--- src/rtl/ddr2axis_pkg.sv ---
// Shared FSM encoding, default frame geometry and helpers for the DDR frame reader.
package ddr2axis_pkg;

    localparam logic [1:0] ST_IDLE  = 2'd0;
    localparam logic [1:0] ST_AR    = 2'd1;
    localparam logic [1:0] ST_RD    = 2'd2;
    localparam logic [1:0] ST_DRAIN = 2'd3;

    // Default geometry, matching the writer: 128-bit beats, 32-bit words, 16-beat bursts.
    localparam int unsigned BYTES_PER_BEAT = 16;
    localparam int unsigned RATIO          = 4;
    localparam int unsigned BURST_BYTES    = 256;
    localparam int unsigned FRAME_BURSTS   = 4;

    function automatic int unsigned clog2(input int unsigned value);
        int unsigned res;
        res = 0;
        for (int i = 0; i < 32; i++) begin
            if ((64'd1 << i) < 64'(value)) res = i + 1;
        end
        return res;
    endfunction

endpackage

--- src/rtl/rd_fifo_sync.sv ---
// Single-clock FIFO with show-ahead read data and a free-entry count; DEPTH is a power of two.
module rd_fifo_sync
    import ddr2axis_pkg::*;
#(
    parameter int WIDTH = 128,
    parameter int DEPTH = 32
) (
    input  logic                    clk,
    input  logic                    rst_n,
    input  logic                    wr_en,
    input  logic [WIDTH-1:0]        wr_data,
    input  logic                    rd_en,
    output logic [WIDTH-1:0]        rd_data,
    output logic                    empty,
    output logic [clog2(DEPTH):0]   free
);
    localparam int AW = clog2(DEPTH);
    localparam logic [AW:0] FULL_CNT = DEPTH[AW:0];

    logic [WIDTH-1:0] mem [DEPTH];
    logic [AW:0]      wr_ptr_q, rd_ptr_q, count;
    logic             full, wr_ok, rd_ok;

    assign count   = wr_ptr_q - rd_ptr_q;
    assign empty   = (count == '0);
    assign full    = (count == FULL_CNT);
    assign free    = FULL_CNT - count;
    assign wr_ok   = wr_en && !full;
    assign rd_ok   = rd_en && !empty;
    assign rd_data = mem[rd_ptr_q[AW-1:0]];

    always_ff @(posedge clk or negedge rst_n) begin
        if (!rst_n) begin
            wr_ptr_q <= '0;
            rd_ptr_q <= '0;
        end else begin
            if (wr_ok) wr_ptr_q <= wr_ptr_q + 1'b1;
            if (rd_ok) rd_ptr_q <= rd_ptr_q + 1'b1;
        end
    end

    // Storage is not reset; flushing is done through the pointers.
    always_ff @(posedge clk) begin
        if (wr_ok) mem[wr_ptr_q[AW-1:0]] <= wr_data;
    end

endmodule

--- src/rtl/ddr2axis_rd.sv ---
// Reads a fixed-size frame from DDR in AXI4 bursts and replays it as an AXI4-Stream.
module ddr2axis_rd
    import ddr2axis_pkg::*;
#(
    parameter logic [31:0] C_M_TARGET_SLAVE_BASE_ADDR = 32'h1000_0000,
    parameter int C_M_AXI_BURST_LEN    = BURST_BYTES / BYTES_PER_BEAT,
    parameter int C_M_AXI_ID_WIDTH     = 1,
    parameter int C_M_AXI_ADDR_WIDTH   = 32,
    parameter int C_M_AXI_DATA_WIDTH   = 8 * BYTES_PER_BEAT,
    parameter int C_M_AXIS_TDATA_WIDTH = 8 * BYTES_PER_BEAT / RATIO,
    parameter int C_FRAME_BEATS        = FRAME_BURSTS * C_M_AXI_BURST_LEN
) (
    input  logic                              M_AXI_ACLK,
    input  logic                              M_AXI_ARESETN,
    input  logic                              start,
    output logic                              busy,
    output logic                              rd_err,
    output logic [C_M_AXI_ID_WIDTH-1:0]       M_AXI_ARID,
    output logic [C_M_AXI_ADDR_WIDTH-1:0]     M_AXI_ARADDR,
    output logic [7:0]                        M_AXI_ARLEN,
    output logic [2:0]                        M_AXI_ARSIZE,
    output logic [1:0]                        M_AXI_ARBURST,
    output logic                              M_AXI_ARLOCK,
    output logic [3:0]                        M_AXI_ARCACHE,
    output logic [2:0]                        M_AXI_ARPROT,
    output logic [3:0]                        M_AXI_ARQOS,
    output logic                              M_AXI_ARVALID,
    input  logic                              M_AXI_ARREADY,
    input  logic [C_M_AXI_ID_WIDTH-1:0]       M_AXI_RID,
    input  logic [C_M_AXI_DATA_WIDTH-1:0]     M_AXI_RDATA,
    input  logic [1:0]                        M_AXI_RRESP,
    input  logic                              M_AXI_RLAST,
    input  logic                              M_AXI_RVALID,
    output logic                              M_AXI_RREADY,
    output logic                              M_AXIS_TVALID,
    output logic [C_M_AXIS_TDATA_WIDTH-1:0]   M_AXIS_TDATA,
    output logic [C_M_AXIS_TDATA_WIDTH/8-1:0] M_AXIS_TSTRB,
    output logic                              M_AXIS_TLAST,
    output logic                              M_AXIS_TUSER,
    input  logic                              M_AXIS_TREADY
);
    localparam int BEAT_BYTES  = C_M_AXI_DATA_WIDTH / 8;
    localparam int WORDS       = C_M_AXI_DATA_WIDTH / C_M_AXIS_TDATA_WIDTH;
    localparam int STRIDE      = C_M_AXI_BURST_LEN * BEAT_BYTES;
    localparam int NUM_BURSTS  = C_FRAME_BEATS / C_M_AXI_BURST_LEN;
    localparam int FRAME_WORDS = C_FRAME_BEATS * WORDS;
    localparam int FIFO_DEPTH  = 2 * C_M_AXI_BURST_LEN;
    localparam int FREE_W      = clog2(FIFO_DEPTH) + 1;
    localparam int BEAT_W      = clog2(C_M_AXI_BURST_LEN) + 1;
    localparam int BURST_W     = clog2(NUM_BURSTS) + 1;
    localparam int WORD_W      = clog2(FRAME_WORDS) + 1;
    localparam int LANE_W      = (WORDS > 1) ? clog2(WORDS) : 1;

    logic [1:0]                    state_q, state_d;
    logic [C_M_AXI_ADDR_WIDTH-1:0] araddr_q;
    logic [BURST_W-1:0]            burst_idx_q;
    logic [BEAT_W-1:0]             beat_cnt_q;
    logic [WORD_W-1:0]             word_cnt_q;
    logic                          rd_err_q;
    logic                          unp_valid_q;
    logic [LANE_W-1:0]             lane_q;
    logic [WORDS-1:0][C_M_AXIS_TDATA_WIDTH-1:0] unp_data_q;

    logic                          start_acc, ar_hs, r_hs, t_hs, burst_done, last_burst;
    logic                          unp_take, load, bypass, fifo_empty;
    logic [C_M_AXI_DATA_WIDTH-1:0] fifo_rdata, load_data;
    logic [FREE_W-1:0]             fifo_free;
    logic                          unused_rid;

    assign unused_rid = ^M_AXI_RID;

    assign start_acc  = start && (state_q == ST_IDLE);
    assign ar_hs      = M_AXI_ARVALID && M_AXI_ARREADY;
    assign r_hs       = M_AXI_RVALID && M_AXI_RREADY;
    assign t_hs       = M_AXIS_TVALID && M_AXIS_TREADY;
    // Completion is counted in beats; RLAST only qualifies the final beat.
    assign burst_done = r_hs && M_AXI_RLAST && (beat_cnt_q == BEAT_W'(C_M_AXI_BURST_LEN - 1));
    assign last_burst = (burst_idx_q == BURST_W'(NUM_BURSTS - 1));

    // An empty unpacker takes a beat straight off the R channel when the FIFO is empty.
    assign unp_take  = !unp_valid_q || (t_hs && (lane_q == LANE_W'(WORDS - 1)));
    assign load      = unp_take && (!fifo_empty || r_hs);
    assign bypass    = load && fifo_empty;
    assign load_data = fifo_empty ? M_AXI_RDATA : fifo_rdata;

    rd_fifo_sync #(
        .WIDTH (C_M_AXI_DATA_WIDTH),
        .DEPTH (FIFO_DEPTH)
    ) u_fifo (
        .clk     (M_AXI_ACLK),
        .rst_n   (M_AXI_ARESETN),
        .wr_en   (r_hs && !bypass),
        .wr_data (M_AXI_RDATA),
        .rd_en   (load && !fifo_empty),
        .rd_data (fifo_rdata),
        .empty   (fifo_empty),
        .free    (fifo_free)
    );

    always_comb begin
        state_d = state_q;
        case (state_q)
            ST_IDLE:  if (start_acc) state_d = ST_AR;
            ST_AR:    if (ar_hs) state_d = ST_RD;
            ST_RD:    if (burst_done) state_d = last_burst ? ST_DRAIN : ST_AR;
            ST_DRAIN: if (t_hs && M_AXIS_TLAST && fifo_empty) state_d = ST_IDLE;
            default:  state_d = ST_IDLE;
        endcase
    end

    always_ff @(posedge M_AXI_ACLK or negedge M_AXI_ARESETN) begin
        if (!M_AXI_ARESETN) begin
            state_q     <= ST_IDLE;
            araddr_q    <= C_M_AXI_ADDR_WIDTH'(C_M_TARGET_SLAVE_BASE_ADDR);
            burst_idx_q <= '0;
            beat_cnt_q  <= '0;
            word_cnt_q  <= '0;
            rd_err_q    <= 1'b0;
        end else begin
            state_q <= state_d;
            if (start_acc) begin
                araddr_q    <= C_M_AXI_ADDR_WIDTH'(C_M_TARGET_SLAVE_BASE_ADDR);
                burst_idx_q <= '0;
                beat_cnt_q  <= '0;
                word_cnt_q  <= '0;
                rd_err_q    <= 1'b0;
            end else begin
                if (burst_done) begin
                    beat_cnt_q  <= '0;
                    burst_idx_q <= burst_idx_q + 1'b1;
                    if (!last_burst) araddr_q <= araddr_q + C_M_AXI_ADDR_WIDTH'(STRIDE);
                end else if (r_hs) begin
                    beat_cnt_q <= beat_cnt_q + 1'b1;
                end
                if (r_hs && (M_AXI_RRESP != 2'b00)) rd_err_q <= 1'b1;
                if (t_hs) word_cnt_q <= word_cnt_q + 1'b1;
            end
        end
    end

    always_ff @(posedge M_AXI_ACLK or negedge M_AXI_ARESETN) begin
        if (!M_AXI_ARESETN) begin
            unp_valid_q <= 1'b0;
            lane_q      <= '0;
            unp_data_q  <= '0;
        end else if (load) begin
            unp_valid_q <= 1'b1;
            lane_q      <= '0;
            unp_data_q  <= load_data;
        end else if (t_hs) begin
            if (lane_q == LANE_W'(WORDS - 1)) begin
                unp_valid_q <= 1'b0;
                lane_q      <= '0;
            end else begin
                lane_q <= lane_q + 1'b1;
            end
        end
    end

    assign busy          = (state_q != ST_IDLE);
    assign rd_err        = rd_err_q;
    assign M_AXI_ARID    = '0;
    assign M_AXI_ARADDR  = araddr_q;
    assign M_AXI_ARLEN   = 8'(C_M_AXI_BURST_LEN - 1);
    assign M_AXI_ARSIZE  = 3'(clog2(BEAT_BYTES));
    assign M_AXI_ARBURST = 2'b01;
    assign M_AXI_ARLOCK  = 1'b0;
    assign M_AXI_ARCACHE = 4'b0010;
    assign M_AXI_ARPROT  = 3'b000;
    assign M_AXI_ARQOS   = 4'b0000;
    // Space for a whole burst is reserved before the address goes out.
    assign M_AXI_ARVALID = (state_q == ST_AR) && (fifo_free >= FREE_W'(C_M_AXI_BURST_LEN));
    assign M_AXI_RREADY  = (state_q == ST_RD);

    assign M_AXIS_TVALID = unp_valid_q;
    assign M_AXIS_TDATA  = unp_data_q[lane_q];
    assign M_AXIS_TSTRB  = '1;
    assign M_AXIS_TUSER  = unp_valid_q && (word_cnt_q == '0);
    assign M_AXIS_TLAST  = unp_valid_q && (word_cnt_q == WORD_W'(FRAME_WORDS - 1));

endmodule

--- config.mk ---
export PLATFORM = sky130hd
export DESIGN_NAME = ddr2axis_rd
export DESIGN_NICKNAME = d
export VERILOG_FILES = /design/src/rtl/ddr2axis_pkg.sv /design/src/rtl/rd_fifo_sync.sv /design/src/rtl/ddr2axis_rd.sv
export SDC_FILE = /design/constraint.sdc
export NUM_CORES = 2
export LEC_CHECK = 0
export BUFFER_PORTS_ARGS = -buffer_cell sky130_fd_sc_hd__buf_4
export CAP_MARGIN = 20
export CORE_MARGIN = 2
export CORE_UTILIZATION = 45
export CTS_CLUSTER_DIAMETER = 120
export CTS_CLUSTER_SIZE = 30
export DETAILED_ROUTE_END_ITERATION = 12
export REMOVE_ABC_BUFFERS = 1
export SKIP_LAST_GASP = 1
export SYNTH_ARGS = -nofsm -noshare
export SYNTH_HDL_FRONTEND = slang
export SYNTH_SLANG_ARGS = --single-unit
--- constraint.sdc ---
create_clock -name M_AXI_ACLK -period 13.5 [get_ports M_AXI_ACLK]
set_input_delay 2.7 -clock M_AXI_ACLK [delete_from_list [all_inputs] [get_ports M_AXI_ACLK]]
set_output_delay 2.7 -clock M_AXI_ACLK [all_outputs]
set_load 0.05 [all_outputs]
Word-level counts from Yosys, hierarchy flattened:

Memories as Yosys holds them, arrays and structs flattened.
Cells that the tools add are included.

* $add $sub $neg: 9
* reductions and logical operators: 39
* muxes and demuxes: 29
* equal/unequal tests: 13
* order comparisons: 2

Operators with widths (count)
* 128-bit 2-to-1 mux: 1
* 32-bit 2-to-1 mux: 4
* 32-bit binary-select mux with 2-bit select: 1
* 32-bit by 9-bit adder with 32-bit output (second input constant): 1
* 1-bit logical AND: 19
* 9-bit 2-to-1 mux: 2
* 2-bit 2-to-1 mux: 8
* 5-bit 2-to-1 mux: 3
* 2-bit nonzero test: 7
* 6-bit by 1-bit adder with 6-bit output (second input constant): 2
* 9-bit by 1-bit adder with 9-bit output (second input constant): 1
* 9-bit by 8-bit == test with 1-bit output (second input constant): 1
* 9-bit logical NOT: 1
* 2-bit != test (second input constant): 4
* 2-bit one-hot mux with 4 select lines: 1
* 1-bit 2-to-1 mux: 7
* 2-bit == test (second input constant): 3
* 6-bit == test (second input constant): 1
* 6-bit by 5-bit greater-or-equal comparator with 1-bit output (second input constant): 1
* 6-bit logical NOT: 1
* 3-bit 2-to-1 mux: 2
* 6-bit subtractor: 1
* 6-bit subtractor (first input constant): 1
* 5-bit by 1-bit adder with 5-bit output (second input constant): 1
* 13 further kinds: 18

* logic and storage cells: 107
* memories kept: 1
* memory bits (writable): 4096
* register bits after elaboration: 195

Memory list
* u_fifo.mem: words 32, width 128, read ports 1, clocked after memory_dff 0, wr ports 1, line rd_fifo_sync.sv:20 `logic [WIDTH-1:0] mem [DEPTH];`

Logic depth before layout (Yosys ltp):

* word-level depth: 11
* gate-level depth with buffers: 13
* depth with buffers taken out: 10

Cells and area by module:

A second synthesis with hierarchy kept.

* cell total of the unflattened synthesis: 7426
* area, all modules: 165429.9 µm²

By module, submodules not included
* rd_fifo_sync: cells each 6493, area each 156164.8 µm², instances 1
* ddr2axis_rd: cells each 933, area each 9265.1 µm², instances 1

Worst setup path before layout:

OpenSTA, ideal clock, no wires.

* path type: input to register
* from: in M_AXIS_TREADY
* to: mem u_fifo.mem[13][0] (enable)
* arrival: 8883 ps
* cell stages on the path: 5
* slack: 4000 ps
* path buffers: 0
* cells stage by stage: nand2_1 nand2_1 o311ai_4 nand3_1 nor2_1

* longest elaborated chain between the ends: 10

RTL lines
* start: declaration: line ddr2axis_rd.sv:40 `input logic M_AXIS_TREADY`
* 1-bit logical AND: line ddr2axis_rd.sv:75 `assign t_hs = M_AXIS_TVALID && M_AXIS_TREADY;`
* 1-bit logical AND: line ddr2axis_rd.sv:81 `assign unp_take = !unp_valid_q || (t_hs && (lane_q == LANE_W'(WORDS - 1)));`
* 1-bit logical OR: line ddr2axis_rd.sv:81
* 1-bit logical AND: line ddr2axis_rd.sv:82 `assign load = unp_take && (!fifo_empty || r_hs);`
* 1-bit logical AND: line ddr2axis_rd.sv:83 `assign bypass = load && fifo_empty;`
* 1-bit logical NOT: line ddr2axis_rd.sv:92 `.wr_en (r_hs && !bypass),`
* 1-bit logical AND: line ddr2axis_rd.sv:92
* 1-bit logical AND: line rd_fifo_sync.sv:28 `assign wr_ok = wr_en && !full;`
* 1-bit 2-to-1 mux: line rd_fifo_sync.sv:44 `if (wr_ok) mem[wr_ptr_q[AW-1:0]] <= wr_data;`
* 1-bit 2-to-1 mux (not written as such): line rd_fifo_sync.sv:44
* end: declaration: line rd_fifo_sync.sv:20

No other way between the ends.

Final worst setup path:

* from: reg u_fifo.rd_ptr_q[2]
* to: out M_AXI_ARVALID

* longest elaborated chain between the ends: 4

RTL lines
* start: declaration: line rd_fifo_sync.sv:21 `logic [AW:0] wr_ptr_q, rd_ptr_q, count;`
* start signal: assignment: line rd_fifo_sync.sv:38 `if (rd_ok) rd_ptr_q <= rd_ptr_q + 1'b1;`
* 6-bit subtractor: line rd_fifo_sync.sv:24 `assign count = wr_ptr_q - rd_ptr_q;`
* 6-bit subtractor: line rd_fifo_sync.sv:27 `assign free = FULL_CNT - count;`
* 6-bit by 5-bit greater-or-equal comparator with 1-bit output: line ddr2axis_rd.sv:172 `assign M_AXI_ARVALID = (state_q == ST_AR) && (fifo_free >= FREE_W'(C_M_AXI_BURST_LEN));`
* 1-bit logical AND: line ddr2axis_rd.sv:172
* end: declaration: line ddr2axis_rd.sv:27 `output logic M_AXI_ARVALID,`

No other way between the ends.

==> metrics.csv <==
stage,metric,value,unit
layout,Fill cells,29597,
detailed_routing,Vias,83857,
clock_network,Post-CTS Hold Buffers,0,
die,I/O pin count,239,
yosys,Syn Std Cell Area,0.165,sq mm
detailed_routing,Highest Signal Layer,met5,
global_route,GRT overflow,0,
sta,worst setup margin,5.88,ns
yosys,asr flop ratio synth,4.37,%
clock_network,# resized after CTS,0,
yosys,Most used DFF post-synth,edfxtp_1,
detailed_routing,routed wire length,451,mm
sta,RSZ-0062 raised after global routing,false,
detailed_routing,routed wl met3,38.2,mm
yosys,sequential area share after synthesis,77.6,%
worst_setup_path,Setup Crit Path Kind,flip-flop to primary output,
layout,fin nets,8379,
layout,P&R area growth vs syn,7.38,%
placement,pre-CTS WS,6.01,ns
yosys,number of flops mapped to enable cells by yosys,4096,
sta,Fmax,0.131,GHz
power_and_ir_drop,PD cells,171,mW/mm^2
global_route,vias in the first global route,81168,
layout,fin util,48.4,%
layout,share of cells above drive strength 1,13.4,%
worst_setup_path,Worst Path Arrival,4.92,ns
worst_setup_path,critical path data required time,10.80,ns
worst_setup_path,Critical Path Sink Type,primary output,
placement,dpl hpwl,222,mm
die,row count,222,
yosys,"Distinct cells, synth",61,
detailed_routing,TritonRoute pass-1 iters,5,
placement,RePlAce Congestion,0.771,
sta,Max Slew Vio Count,0,
clock_network,setup repair bufs after CTS,0,
clock_network,CTS Buf Count,167,
detailed_routing,WL met2,217,mm
detailed_routing,DRC viols,0,
clock_network,Clock Sinks,4283,
clock_network,"Clk Latency, worst-skew pair",0.99,ns
sta,post-route minimum period,7.62,ns
detailed_routing,met1 WL,184,mm
detailed_routing,vias per cell,6.36,
min_path,Worst Hold Class,flip-flop to flip-flop,
global_route,global-route wire length before repair,628,mm
worst_setup_path,Max Fanout on Critical Path,33,
die,Die W,609,microns
clock_network,clk slew on worst S/H paths,0.12,ns
die,Std-Cell Core Area,0.365,sq mm
die,Die ar.,0.371,sq mm
sta,Final Cycle Share,56.4,%
sta,# setup viols final,0,
worst_setup_path,CP startpoint kind,flip-flop,
die,Die Height,609,microns
sta,clock skew,0.0751,ns
sta,Worst Tran Pin Value,1.20,ns
detailed_routing,Iteration-0 DRC Markers,10741,
clock_network,CTS HTree Levels,4,
detailed_routing,Routed Antenna Nets,0,
yosys,Synth Instances,8173,
clock_network,CTS tree,built,
yosys,syn avg cell area,20.1,sq um
yosys,Syn. warnings,0,
sta,final hold vios,0,
sta,total negative slack,0,ns
yosys,#FFs+latches synth,4283,
sta,worst rel slew slack,20.1,%
placement,# port buffers,199,
run_status,status,"finished, final reports clean",
clock_network,CTS max path bufs,4,
flow_run,max cap viols,0,
power_and_ir_drop,Leak,0.0577,uW
global_route,GRT Overall Usage,23.8,%
die,Initial Util,45.1,%
global_route,pin count of the biggest net entering global routing,129,
detailed_routing,Routed wire per std cell,34.2,microns
clock_network,Root Buffer,clkbuf_16,
global_route,initial antenna violation count,48,
power_and_ir_drop,VDD IR-drop max,0.184,mV
[synth_stat cells (all sizes together), types with 16 or more instances]
cell	instances	area, sq um
edfxtp	4096	123000
mux2i	1176	11800
a22oi	508	3810
mux4	469	10600
buf	332	1900
o22ai	216	1350
clkbuf	213	800
dfrtp	186	4650
and3	136	851
nand4	135	845
a221o	128	1280
nor3	96	480
a211oi	88	661
a221oi	81	709
nor2	75	297
nand2	39	151
nand3	30	155
xor2	23	209
ha	18	225
a21oi	17	88.8
inv	16	60.1
[per-stage QoR]
step           hold WS (ns)  cells  power, uW  cell area (sq um)
5_1_grt               0.528  13179      31200             177000
3_3_place_gp          0.483  12865      23900             172000
2_1_floorplan         0.465   7664      23300             162000
6_report              0.499  13184      30200             177000
3_5_place_dp          0.486  12868      24100             172000
4_1_cts               0.502  13172      30300             177000
[placed cells by master, fill, tap and decap left out, types with 16 or more instances in the layout]
| cell | count |
|---|---|
| nand2_1 | 37 |
| mux2i_1 | 1176 |
| edfxtp_1 | 4096 |
| a211oi_1 | 88 |
| clkbuf_1 | 119 |
| xor2_1 | 22 |
| ha_1 | 18 |
| buf_4 | 359 |
| clkbuf_16 | 168 |
| and3_1 | 136 |
| buf_12 | 27 |
| dfrtp_1 | 179 |
| nand4_1 | 135 |
| a21oi_1 | 16 |
| conb_1 | 38 |
| a221o_1 | 128 |
| nor3_1 | 91 |
| nor2_1 | 35 |
| o22ai_1 | 216 |
| a22oi_1 | 508 |
| nor2_4 | 39 |
| mux4_2 | 469 |
| nand3_1 | 26 |
| a221oi_1 | 81 |
[critical path, stage by stage (launching register included)]
cell	delay [ns]
dfrtp_4	0.97
inv_1	0.48
ha_1	0.48
xor2_1	0.17
nor4b_1	0.28
mux2_2	0.34
nor4_1	0.09
a31oi_1	0.64
and3b_1	0.25
buf_4	0.19
[cells by family after synthesis]
group / after synthesis / share of synthesized area (%)
XOR/XNOR: 38 / 0.207
other: 2 / 0.00456
buffers and inverters: 561 / 1.68
adder cells (fa/ha/maj): 19 / 0.149
multiplexers: 1648 / 13.6
AND/OR/NAND/NOR: 556 / 1.89
flip-flops: 4283 / 77.6
AO/OA/AOI/OAI: 1066 / 4.93
[sequential cells by signal (all words and copies together) (netlist names)]
| name | flops |
|---|---|
| rd_err | 1 |
| M_AXIS_TVALID | 1 |
| u_fifo.wr_ptr_q | 6 |
| M_AXI_ARADDR | 24 |
| burst_idx_q | 3 |
| u_fifo.mem | 4096 |
| state_q | 2 |
| lane_q | 2 |
| unp_data_q | 128 |
| word_cnt_q | 9 |
| beat_cnt_q | 5 |
| u_fifo.rd_ptr_q | 6 |
[power by group]
| group | internal, uW | leakage, uW | switching, uW |
|---|---|---|---|
| Combinational | 3310 | 0.0162 | 4860 |
| Sequential | 15100 | 0.0392 | 494 |
| Clock | 2450 | 0.00233 | 3970 |
[final timing paths]
check	startpoint	to	slack [ns]	cells past startpoint
setup / recovery	u_fifo.rd_ptr_q[2]	M_AXI_ARVALID	5.88	9
hold / removal	u_fifo.wr_ptr_q[5]	u_fifo.wr_ptr_q[5]	0.50	1
setup reg to reg	u_fifo.rd_ptr_q[2]	u_fifo.mem[4][93]	6.31	10
hold reg to reg	u_fifo.wr_ptr_q[5]	u_fifo.wr_ptr_q[5]	0.50	1
max in group asynchronous	M_AXI_ARESETN	unp_data_q[44]	9.55	3
min in group asynchronous	M_AXI_ARESETN	u_fifo.rd_ptr_q[3]	1.73	1
[final cells by class]
type                            count  area (sq um)  area share [%]
Clock inverter                     17           263           0.149
Inverter                           16          65.1          0.0368
Clock buffer                      287          4650            2.63
Timing Repair Buffer              389          3310            1.87
Sequential cell                  4283        128000            72.2
Multi-Input combinational cell   3365         34700            19.6
Tap cell                         4816          6030            3.41
Antenna cell                       11          27.5          0.0156
[routing by layer]
layer  vias to the layer above  global-route usage, %
li1                      33952                      -
met1                     45346                   33.6
met2                      3928                   38.9
met3                       603                   3.54
met4                        28                   6.07
met5                         -                      0
No activity file was read; power rests on OpenSTA's default activity.
